<file path="src/rtl/timer_scheduler.sv">
// -----------------------------------------------------------------------------
// timer_scheduler
//   Shares one countdown timer and the time_parameters lookup between
//   alarm-side requesters (index 0 = main alarm FSM, highest priority;
//   index 1 = arm-delay FSM). Requests are latched, the timer is granted by
//   fixed priority, the granted interval code is driven to time_parameters,
//   the returned seconds value is loaded and counted down, and the owner gets
//   a one-cycle done pulse. Also produces the one_hz / half_hz enables.
//
//   Optional build macro: TIMER_SCHED_PREEMPT_EN
//     defined   : a pending request from index 0 preempts another owner that
//                 is in FETCH/LOAD/COUNT; the preempted requester is re-queued
//                 and later restarts with a freshly fetched full interval.
//     undefined : strict run-to-completion.
//
//   Request protocol: req[i] is a single-cycle pulse with req_interval[i]
//   valid in the same cycle; there is no ready/backpressure, every pulse is
//   latched. grant is the one-hot owner (zero when idle) and done[i] is a
//   single-cycle completion pulse to the owner. cancel[i] withdraws a
//   pending request or aborts the owner's countdown without a done pulse.
//
// Ports
//   clock, reset     : system clock, asynchronous active-high reset
//   req, req_interval: request pulses and 2-bit interval codes per requester
//   cancel           : abort pulses per requester
//   interval_sel     : interval code to time_parameters
//   value            : seconds returned by time_parameters
//   grant, done      : one-hot owner, completion pulse
//   busy, remaining  : not-idle flag, seconds left (0 when idle)
//   one_hz_enable    : one-cycle pulse per elapsed second while counting
//   half_hz_enable   : level toggling on every one_hz_enable pulse
//   debug_state      : current FSM state
// -----------------------------------------------------------------------------
module timer_scheduler #(
  parameter int NUM_REQ  = 2,
  parameter int CLK_FREQ = 50000000
) (
  input  logic                   clock,
  input  logic                   reset,
  input  logic [NUM_REQ-1:0]     req,
  input  logic [2*NUM_REQ-1:0]   req_interval,
  input  logic [NUM_REQ-1:0]     cancel,
  output logic [1:0]             interval_sel,
  input  logic [3:0]             value,
  output logic [NUM_REQ-1:0]     grant,
  output logic [NUM_REQ-1:0]     done,
  output logic                   busy,
  output logic [3:0]             remaining,
  output logic                   one_hz_enable,
  output logic                   half_hz_enable,
  output logic [2:0]             debug_state
);

  localparam logic [2:0] IDLE  = 3'd0;
  localparam logic [2:0] FETCH = 3'd1;
  localparam logic [2:0] LOAD  = 3'd2;
  localparam logic [2:0] COUNT = 3'd3;
  localparam logic [2:0] DONE  = 3'd4;

  localparam int OW = (NUM_REQ > 1) ? $clog2(NUM_REQ) : 1;
  localparam int PW = (CLK_FREQ > 1) ? $clog2(CLK_FREQ) : 1;
  localparam logic [PW-1:0]      PRESCALE_LAST = PW'(CLK_FREQ - 1);
  localparam logic [NUM_REQ-1:0] ONE           = NUM_REQ'(1);

  logic [2:0]         state_q;
  logic [NUM_REQ-1:0] pending_q;
  logic [NUM_REQ-1:0] grant_q;
  logic [1:0]         ivl_q [NUM_REQ];
  logic [OW-1:0]      owner_q;
  logic               fetch_wait_q;
  logic [3:0]         count_q;
  logic [PW-1:0]      prescaler_q;
  logic               half_q;
  logic [1:0]         sel_q;

  logic [NUM_REQ-1:0] eff_pending;
  logic [1:0]         eff_ivl [NUM_REQ];
  logic               arb_any;
  logic [OW-1:0]      arb_idx;
  logic               active;
  logic               take;
  logic               retrig;
  logic               abort;
  logic               preempt;
  logic               tick;

  // Requests arriving this cycle are visible to the arbiter immediately so an
  // idle scheduler grants on the cycle right after the pulse. req beats cancel.
  always_comb begin
    eff_pending = (pending_q & ~cancel) | req;
    for (int i = 0; i < NUM_REQ; i++) begin
      eff_ivl[i] = req[i] ? req_interval[2*i +: 2] : ivl_q[i];
    end
  end

  // Fixed priority: lowest pending index wins.
  always_comb begin
    arb_any = 1'b0;
    arb_idx = '0;
    for (int i = NUM_REQ - 1; i >= 0; i--) begin
      if (eff_pending[i]) begin
        arb_any = 1'b1;
        arb_idx = OW'(i);
      end
    end
  end

  assign active = (state_q == FETCH) || (state_q == LOAD) || (state_q == COUNT);
  assign take   = ((state_q == IDLE) || (state_q == DONE)) && arb_any;
  assign retrig = active && req[owner_q];
  assign abort  = active && cancel[owner_q] && !req[owner_q];

`ifdef TIMER_SCHED_PREEMPT_EN
  assign preempt = active && (owner_q != '0) && eff_pending[0] && !retrig && !abort;
`else
  assign preempt = 1'b0;
`endif

  // A second boundary only counts if the countdown is not being abandoned.
  assign tick = (state_q == COUNT) && (prescaler_q == PRESCALE_LAST) &&
                !retrig && !abort && !preempt;

  // Pending bits and stored interval codes.
  always_ff @(posedge clock or posedge reset) begin
    if (reset) begin
      pending_q <= '0;
      for (int i = 0; i < NUM_REQ; i++) ivl_q[i] <= 2'd0;
    end else begin
      for (int i = 0; i < NUM_REQ; i++) begin
        if (req[i]) begin
          pending_q[i] <= 1'b1;
          ivl_q[i]     <= req_interval[2*i +: 2];
        end else if (cancel[i]) begin
          pending_q[i] <= 1'b0;
        end
      end
      // An owner's own request restarts its countdown instead of queueing.
      if (retrig) begin
        pending_q[owner_q] <= 1'b0;
      end else if (preempt) begin
        pending_q[0]       <= 1'b0;
        pending_q[owner_q] <= 1'b1;
      end else if (take) begin
        pending_q[arb_idx] <= 1'b0;
      end
    end
  end

  // Main FSM. DONE arbitrates directly so the next requester is granted on the
  // cycle after the done pulse.
  always_ff @(posedge clock or posedge reset) begin
    if (reset) begin
      state_q      <= IDLE;
      grant_q      <= '0;
      owner_q      <= '0;
      fetch_wait_q <= 1'b0;
      count_q      <= 4'd0;
      prescaler_q  <= '0;
      half_q       <= 1'b0;
      sel_q        <= 2'd0;
    end else begin
      if (tick) half_q <= ~half_q;
      case (state_q)
        IDLE, DONE: begin
          grant_q     <= '0;
          count_q     <= 4'd0;
          prescaler_q <= '0;
          state_q     <= IDLE;
          if (arb_any) begin
            grant_q      <= ONE << arb_idx;
            owner_q      <= arb_idx;
            sel_q        <= eff_ivl[arb_idx];
            fetch_wait_q <= 1'b1;
            state_q      <= FETCH;
          end
        end
        FETCH, LOAD, COUNT: begin
          if (abort) begin
            grant_q     <= '0;
            count_q     <= 4'd0;
            prescaler_q <= '0;
            state_q     <= IDLE;
          end else if (retrig) begin
            sel_q        <= eff_ivl[owner_q];
            prescaler_q  <= '0;
            fetch_wait_q <= 1'b1;
            state_q      <= FETCH;
          end else if (preempt) begin
            grant_q      <= ONE;
            owner_q      <= '0;
            sel_q        <= eff_ivl[0];
            prescaler_q  <= '0;
            fetch_wait_q <= 1'b1;
            state_q      <= FETCH;
          end else begin
            case (state_q)
              FETCH: begin
                // Hold two cycles so the looked-up value has settled by LOAD.
                if (fetch_wait_q) fetch_wait_q <= 1'b0;
                else              state_q      <= LOAD;
              end
              LOAD: begin
                count_q     <= value;
                prescaler_q <= '0;
                state_q     <= (value == 4'd0) ? DONE : COUNT;
              end
              default: begin
                if (prescaler_q == PRESCALE_LAST) begin
                  prescaler_q <= '0;
                  if (count_q != 4'd0) count_q <= count_q - 4'd1;
                  if (count_q <= 4'd1) state_q <= DONE;
                end else begin
                  prescaler_q <= prescaler_q + PW'(1);
                end
              end
            endcase
          end
        end
        default: begin
          grant_q <= '0;
          count_q <= 4'd0;
          state_q <= IDLE;
        end
      endcase
    end
  end

  assign interval_sel   = sel_q;
  assign grant          = grant_q;
  assign done           = (state_q == DONE) ? grant_q : '0;
  assign busy           = (state_q != IDLE);
  assign remaining      = count_q;
  assign one_hz_enable  = tick;
  assign half_hz_enable = half_q;
  assign debug_state    = state_q;

endmodule

</file>
<file path="config.mk">
export PLATFORM = sky130hd
export DESIGN_NAME = timer_scheduler
export DESIGN_NICKNAME = d
export VERILOG_FILES = /design/src/rtl/timer_scheduler.sv
export SDC_FILE = /design/constraint.sdc
export NUM_CORES = 1
export LEC_CHECK = 0
export BUFFER_PORTS_ARGS = -buffer_cell sky130_fd_sc_hd__buf_2
export CORE_ASPECT_RATIO = 1.75
export CORE_UTILIZATION = 50
export CTS_BUF_LIST = sky130_fd_sc_hd__clkbuf_4
export CTS_CLUSTER_DIAMETER = 150
export DETAILED_ROUTE_END_ITERATION = 10
export GPL_ROUTABILITY_DRIVEN = 0
export PLACE_DENSITY = 0.81
export SLEW_MARGIN = 20
export SYNTH_ARGS = -nofsm -noshare
export SYNTH_HDL_FRONTEND = slang
export SYNTH_SLANG_ARGS = --single-unit
</file>
<file path="constraint.sdc">
create_clock -name clock -period 3.2 [get_ports clock]
set_input_delay 0.16 -clock clock [delete_from_list [all_inputs] [get_ports clock]]
set_output_delay 0.16 -clock clock [all_outputs]
set_load 0.01 [all_outputs]
</file>
Word level (Yosys, flattened, before mapping) --
Cells that the tools add are included.
Operators by class: $add $sub $neg 2, $lt $le $gt $ge 7, eq/ne operators 18, shift operators 1, muxes and demuxes 58, bitwise logic cells 10, reduce and logical (&&, ||, !) cells 28
Operator list (count):
- $pmux 26 s2 | 2
- $mux 26 | 3
- $mux 2 | 16
- $add 26x1->26 const B | 1
- $eq 26x26->1 const B | 1
- $mux 4 | 5
- $mux 1 | 18
- $mux 3 | 6
- $ne 4x4->1 const B | 3
- $ne 6x6->1 const B | 2
- $pmux 3 s2 | 2
- $reduce_and 4->1 | 3
- $logic_and 1x1->1 | 9
- $ne 3x3->1 const B | 3
- $ne 2x2->1 const B | 4
- $pmux 2 s2 | 2
- $pmux 4 s2 | 1
- $and 2x2->2 | 3
- $eq 3x2->1 const B | 2
- $not 2->2 | 3
- $ne 5x5->1 const B | 1
- $ge 2x2->1 const B | 2
- $le 4x1->1 const B | 1
- $logic_not 4->1 | 1
- 21 further kinds | 30
Storage, ports and cells: register bits after elaboration 46, input port bits 14, output and inout bits 16, logic and storage cells 135

Depth between registers and ports, before layout --
Gate-level depths: netlist of the first run.
depth in word-level cells 13, gate-level depth with buffers 7, mapped depth without buffers 6

Worst setup path after synthesis of the first run --
No wires, ideal clock.
kind reg-to-reg, start point register prescaler_q[18], end point register prescaler_q[19], library setup time 0.130 ns, arrival 2.213 ns, required time 3.070 ns, slack 0.857 ns, cell stages (with the launch flop) 7, buffers on the path 1, clock period less this slack 2.343 ns, path through dfrtp_1 > or4b_1 > or4_4 > or3_4 > a21oi_4 > buf_6 > a21oi_1
On the way: longest elaborated chain between the ends 6, elaborated cells on any way between the ends 7, classes of those cells add/sub: 1; eq/ne: 1; mux: 5
Ends and longest elaborated chain:
- from (decl) | RTL line 72 | logic [PW-1:0] prescaler_q;
- from (signal assigned) | RTL line 213 | prescaler_q <= prescaler_q + PW'(1);
- $add 26x1->26 / $eq 26x26->1 (equally long branches) | RTL line 213, 208
- $mux 26 (*) | RTL line 208 | if (prescaler_q == PRESCALE_LAST) begin
- $pmux 26 s2 (*) | RTL line 196 | case (state_q)
- $mux 26 (*) | RTL line 183 | end else if (retrig) begin
- $mux 26 (*) | RTL line 178 | if (abort) begin
- $pmux 26 s2 (*) | RTL line 163 | case (state_q)
Every way passes the cells marked *; elsewhere a longest branch is shown, timed or not. A chain may end at the register's enable or synchronous reset.

Final worst setup path of the first run --
start point register prescaler_q[18], end point output port one_hz_enable
On the way: longest elaborated chain between the ends 4
Ends and longest elaborated chain:
- $eq 26x26->1 | RTL line 120 | assign tick = (state_q == COUNT) && (prescaler_q == PRESCALE_LAST) &&
- $logic_and 1x1->1 (2 in series) | RTL line 120
- $logic_and 1x1->1 | RTL line 121 | !retrig && !abort && !preempt;
- to (decl) | RTL line 49 | output logic one_hz_enable,
Every way passes these cells.

==> results_dict.tcl, run 1 <==
set metrics [dict create \
    cts_made_buffers 5 \
    crit_chain "or4b_1 > or4_4 > or3_4 > nor2_2 > buf_2" \
    cts.sinks 46 \
    final-max-slew-violation-count 0 \
    clock_skew_ps 19.3 \
    slowest_delay_ps 530 \
    rsz0062_at_grt "false" \
    avgSynthCellArea_um2 9.46 \
    hold_viol_final 0 \
    crit_slowest_cell "or4_4" \
    grt_max_degree 47 \
    dp_hpwl_um 4030 \
    clk_latency_ps 350 \
    power.density_nw_per_um2 610 \
    worstPathMaxFanout 4 \
    initialDrtViolationCount 64 \
    ctsResizeCount 0 \
    synth_cell_types 52 \
    relSlewSlack 0.370 \
    ys_seq_area_frac 0.444 \
    grt_use_total 0.216 \
    rows 34 \
    ys.flop_type "dfrtp_1" \
    synth-simple-area-share 0.231 \
    cts_hold_buffers 0 \
    synthesis.yosys.warnings 0 \
    n_fill_cell 446 \
    timing.fmax_ghz 0.360 \
    fin_crit_ps 2780 \
    seq_area_um2 1150 \
    synth_top_family_by_area "simple AND/OR/NAND/NOR gates" \
    antenna_left 0 \
    setup_violations 0 \
    worst_slew_pin_slew_ps 944 \
    core_area_um2 4980 \
    die_x_um 56.4 \
    arrival_ps 2620 \
    grt_pass1_vias 2141 \
    power_leakage_nw 1.27 \
    synth_xor_area_frac 0.0473 \
    clk_pin_slew_worst_paths_ps 130 \
    status "finished clean" \
    syn_inst 274 \
    fin_tns_setup_ps 0 \
    whs_ps 9.24 \
    final_cell_mix "dfrtp_1 (46), buf_2 (29), nor2_1 (26), o21ai_0 (21), a21oi_1 (18)" \
    areaGrowthSynthToFinish_pct 9.90 \
    start_util 0.521 \
    routedWlPerCell_um 15.5 \
    cp_data_required_time_ps 3040 \
    path_class "reg -> out" \
    layout-drive-gt1-share 0.205 \
    fin_crit_sh 0.869 \
    final_common_cell "dfrtp_1" \
    dieArea_um2 5490 \
    synthAdderAreaFrac 0.0145 \
    synth_area_um2 2590 \
    drc 0 \
    cts.path.max_buffers 2 \
    synth_fp_nets 291 \
    async_flop_share 1.00 \
    synth_compound_area_frac 0.185 \
    die_y_um 97.2 \
    vias 2204 \
    grt_antenna_before_repair 1 \
    postCtsSetupRepairBufs 0 \
    io_pins 30 \
    hp-class "in -> async" \
    viasPerCell 6.16 \
    critPathLaunchType "register" \
    synthMuxAreaShare 0.0430 \
    cts_tree "yes" \
    multi_input_area_um2 1350 \
    cp_top_family "simple AND/OR/NAND/NOR gates" \
    path_buf_inv 1 \
    final_nets 320 \
    root_buffer "clkbuf_4" \
    h-tree-depth 2 \
    ys_seq_elements 46 \
    routed_wl_um 5560 \
    first_pass_iters 4 \
    grt-ovfl-total 0 \
    grt_pass1_wl_um 9430 \
    io_buffers 29 \
    synth_edf_count 0 \
    ir_drop_uv 498 \
    endpoint_kind "output port" \
    drv_cap 0 \
]
sequential cells by signal (all words and copies together) (netlist names):
register,cells
prescaler_q,26
ivl_q,4
remaining,4
debug_state,3
grant,2
interval_sel,2
pending_q,2
fetch_wait_q,1
half_hz_enable,1
owner_q,1
worst reg2reg max path: cells and delay by family (launching register included):
family,cells,cell delay [ps]
simple gates,4,1600
compound gates,1,540
flops,1,420
worst paths after layout:
path / start / end / slack, ps / cells past startpoint
max: prescaler_q[18]$_DFFE_PP0P_ / one_hz_enable / 420 / 5
min: reset / prescaler_q[7]$_DFFE_PP0P_ / 9 / 2
max reg2reg: prescaler_q[18]$_DFFE_PP0P_ / prescaler_q[10]$_DFFE_PP0P_ / 510 / 5
min reg2reg: half_hz_enable$_DFFE_PP0P_ / half_hz_enable$_DFFE_PP0P_ / 480 / 1
max in group asynchronous: reset / prescaler_q[15]$_DFFE_PP0P_ / 2590 / 2
min in group clock: req_interval[1] / ivl_q[3]$_DFF_PP0_ / 50 / 2
cells by family after synthesis:
group	count (synthesis)
AND/OR/NAND/NOR	109
multiplexers	10
AO/OA/AOI/OAI	72
flip-flops	46
buffers and inverters	20
XOR/XNOR	14
adder cells (fa/ha/maj)	3
final cells by class:
cell class | count | area share
Clock inverter | 2 | 0.0119
Antenna cell | 1 | 0.000879
Timing Repair Buffer | 32 | 0.0589
Inverter | 10 | 0.0132
Sequential cell | 46 | 0.404
Clock buffer | 5 | 0.0132
Multi-Input combinational cell | 208 | 0.474
Tap cell | 54 | 0.0237
report_power, final:
part,switching (mW),internal [mW],leakage [nW]
clock network,0.173,0.158,0.0387
logic,0.409,0.262,0.614
registers,0.0816,0.653,0.614
total,0.664,1.07,1.27
synthesized netlist by cell type, types with 5 or more instances:
| master | instances | area [µm²] |
|---|---|---|
| dfrtp_1 | 46 | 1150 |
| nor2_1 | 26 | 97.6 |
| o21ai_0 | 21 | 105 |
| a21oi_1 | 18 | 90.1 |
| nand2_1 | 15 | 56.3 |
| xor2_1 | 14 | 123 |
| nand3_1 | 11 | 55.1 |
| inv_1 | 10 | 37.5 |
| and3_1 | 9 | 56.3 |
| mux2_2 | 9 | 101 |
| or3_1 | 9 | 56.3 |
| clkbuf_1 | 8 | 30.0 |
| o2111ai_1 | 6 | 52.6 |
| o31ai_1 | 5 | 37.5 |
layer usage:
metal	vias to the layer above	part of all wire	GRT usage
met5	-	0	0
met4	0	0.049	0.143
met3	24	0.030	0.0426
met2	68	0.53	0.370
met1	1056	0.39	0.233
li1	1056	-	-
through the flow:
stage,std cells,setup WS [ps],area [µm²],total power [mW],util
6_report,358,419,2850,1.74,0.572
5_1_grt,358,330,2850,1.85,0.572
4_1_cts,357,403,2850,1.75,0.572
3_5_place_dp,350,515,2770,1.42,0.557
3_3_place_gp,350,551,2770,1.41,0.557
2_1_floorplan,274,857,2590,1.25,-
(Power assumes the default switching activity.)
==> inputs of run 2 (changes only) <==
--- a/config.mk
+++ b/config.mk
@@ -5,6 +5,7 @@
 export SDC_FILE = /design/constraint.sdc
 export NUM_CORES = 1
 export LEC_CHECK = 0
+export ABC_AREA = 1
 export BUFFER_PORTS_ARGS = -buffer_cell sky130_fd_sc_hd__buf_2
 export CORE_ASPECT_RATIO = 1.75
 export CORE_UTILIZATION = 50
@@ -12,7 +13,7 @@
 export CTS_CLUSTER_DIAMETER = 150
 export DETAILED_ROUTE_END_ITERATION = 10
 export GPL_ROUTABILITY_DRIVEN = 0
-export PLACE_DENSITY = 0.81
+export PLACE_DENSITY = 0.8
 export SLEW_MARGIN = 20
 export SYNTH_ARGS = -nofsm -noshare
 export SYNTH_HDL_FRONTEND = slang
==> results_dict.tcl, run 2 <==
set metrics [dict create \
    status "finished clean" \
    ys.flop_type "dfrtp_1" \
    cp_data_required_time_ps 3040 \
    endpoint_kind "output port" \
    crit_path_end "one_hz_enable" \
    multi_input_area_um2 1550 \
    fin_crit_sh 0.710 \
    synth_common_cells "nand2_1 (114), inv_1 (78), nor2_1 (71)" \
    io_buffers 29 \
    crit_slowest_cell "dfrtp_1" \
    wl_met3_um 417 \
    final_common_cell "nand2_1" \
    m1WireLength_um 2920 \
    avgSynthCellArea_um2 6.62 \
    areaGrowthSynthToFinish_pct 10.5 \
    synth_area_um2 3030 \
    dp_hpwl_um 6050 \
    die_y_um 105 \
    rows 37 \
    grt_pass1_vias 3132 \
    h-tree-depth 2 \
    crit_top_cell "nand2_1" \
    top_register "prescaler_q" \
    largest_reg_flops 26 \
    synth_edf_count 0 \
    cts_tree "yes" \
    r2r_slack_ps 1140 \
    viasPerCell 5.46 \
    startpoint "owner_q$_DFFE_PP0P_" \
    yosys.cell_count.top_type "nand2_1" \
    n_fill_cell 597 \
    cts.sinks 46 \
    routedWlPerCell_um 14.1 \
    cts.path.max_buffers 2 \
    antenna_left 0 \
    timing.fmax_ghz 0.440 \
    relSlewSlack 0.460 \
    critPathLaunchType "register" \
    ys_seq_elements 46 \
    dieArea_um2 6390 \
    ctsResizeCount 0 \
    synth_fp_nets 475 \
    hp-class "in -> reg" \
    root_buffer "clkbuf_4" \
    clk_latency_ps 390 \
    ir_drop_uv 534 \
    grt_max_degree 47 \
    worst_slew_pin_slew_ps 809 \
    synth_area_leaders "dfrtp_1 (38%), nand2_1 (14%), inv_1 (9.7%)" \
    worstPathMaxFanout 8 \
    first_pass_iters 7 \
    clock_skew_ps 7.40 \
    netlist.top_cell.by_area "dfrtp_1" \
    clk_pin_slew_worst_paths_ps 150 \
    initialDrtViolationCount 193 \
    fin_util 0.570 \
    syn_inst 458 \
    grt_antenna_before_repair 0 \
    hp-start "req_interval[1]" \
    crit_chain "inv_2 > nand2_1 > nand2_1 > o21ai_2 > nand3_1 > nor4_1 > buf_2" \
    fin_crit_ps 2270 \
    layout-drive-gt1-share 0.128 \
    rsz0062_at_grt "false" \
    io_pins 30 \
    die_x_um 60.9 \
    core_area_um2 5880 \
    grt_use_total 0.284 \
    fin_tns_setup_ps 0 \
    async_flop_share 1.00 \
    final_cell_mix "nand2_1 (114), inv_1 (77), nor2_1 (71), dfrtp_1 (46), nand3_1 (31)" \
    synth_cell_types 33 \
    start_util 0.516 \
    r2r-end "prescaler_q[9]$_DFFE_PP0P_" \
    setup_violations 0 \
    grt-ovfl-total 0 \
    final-max-slew-violation-count 0 \
    power.density_nw_per_um2 829 \
    grt_pass1_wl_um 13500 \
    ys_seq_area_frac 0.380 \
    drc 0 \
    highest_layer "met4" \
    drv_cap 0 \
    diodes 0 \
    rr_startpoint "prescaler_q[0]$_DFFE_PP0P_" \
    synth_top_area_frac 0.380 \
    arrival_ps 2110 \
    routed_wl_um 8070 \
    seq_area_um2 1150 \
    slowest_delay_ps 500 \
    path_class "reg -> out" \
    synthesis.yosys.warnings 0 \
    route.met2.wl_um 4390 \
    worstRegToRegCells 12 \
    vias 3117 \
    cts_made_buffers 5 \
    final_nets 509 \
    hold_viol_final 0 \
    power_leakage_nw 1.69 \
]
## run 2: cell count changes after synthesis, sizes merged, moves of 12 or more
cell,delta
nor2,+51
inv,+74
nand3,+21
o21ai,+14
xor2,-12
nand2,+104
## run 2: layout make-up
cell class              instances  share of cell area
inverters                      84              0.0952
well taps                      78              0.0291
clock buffers                   5              0.0112
multi-input cells             325               0.462
repair buffers                 30              0.0463
clock inverters                 3              0.0131
flip-flops and latches         46               0.344
## run 2: how the worst min path moves through the flow
stage | end | slack, ps | cells after the start
3_5_place_dp | ivl_q[3]$_DFF_PP0_ | 430 | 3
2_1_floorplan | ivl_q[2]$_DFF_PP0_ | 310 | 2
5_1_grt | ivl_q[3]$_DFF_PP0_ | 10 | 3
3_3_place_gp | ivl_q[3]$_DFF_PP0_ | 420 | 3
6_report | ivl_q[3]$_DFF_PP0_ | 30 | 3
4_1_cts | ivl_q[3]$_DFF_PP0_ | 2 | 3
## run 2: cells by family (layout without fill, tap and decap cells)
kind of cell | after synthesis | in the layout | share of synthesized area
AND/OR/NAND/NOR | 263 | 263 | 0.385
buffers and inverters | 87 | 122 | 0.111
AO/OA/AOI/OAI | 57 | 57 | 0.106
flip-flops | 46 | 46 | 0.380
adder cells (fa/ha/maj) | 3 | 3 | 0.0124
XOR/XNOR | 2 | 2 | 0.00578
## run 2: worst max-delay path: cells and delay by family, from the launching register on
kind | cells | cell delay, ps
and+or+nand+nor | 4 | 670
AOI/OAI and AO/OA | 1 | 250
buffers and inverters | 2 | 300
DFF | 1 | 500
## run 2: layer usage
layer	track usage	up-vias
li1	-	1513
met1	0.291	1430
met2	0.498	150
met3	0.0446	24
met4	0.187	0
met5	0	-
## run 2: power by group
group          internal (mW)  switching [mW]
clock network          0.166           0.216
logic                  0.484            1.12
registers              0.691          0.0997
## run 2: stage by stage
step / power [mW] / cell area (µm²) / hold slack (ps) / cells / worst slack, ps
after global routing: 3.00 / 3350 / 11.6 / 571 / 722
after global placement: 2.33 / 3260 / 424 / 562 / 1260
after CTS: 2.77 / 3350 / 2.31 / 571 / 945
after floorplan: 2.00 / 3030 / 307 / 458 / 1470
after detailed placement: 2.37 / 3260 / 431 / 562 / 1170
final: 2.78 / 3350 / 25.0 / 571 / 926
## run 2: timing repair
| item | 4_1_cts | 5_1_grt |
|---|---|---|
| setup endpoints to repair | 0 | 0 |
| buffers inserted | 0 | 0 |
| hold buffers | 1 | 0 |
| hold endpoints to repair | 12 | 0 |
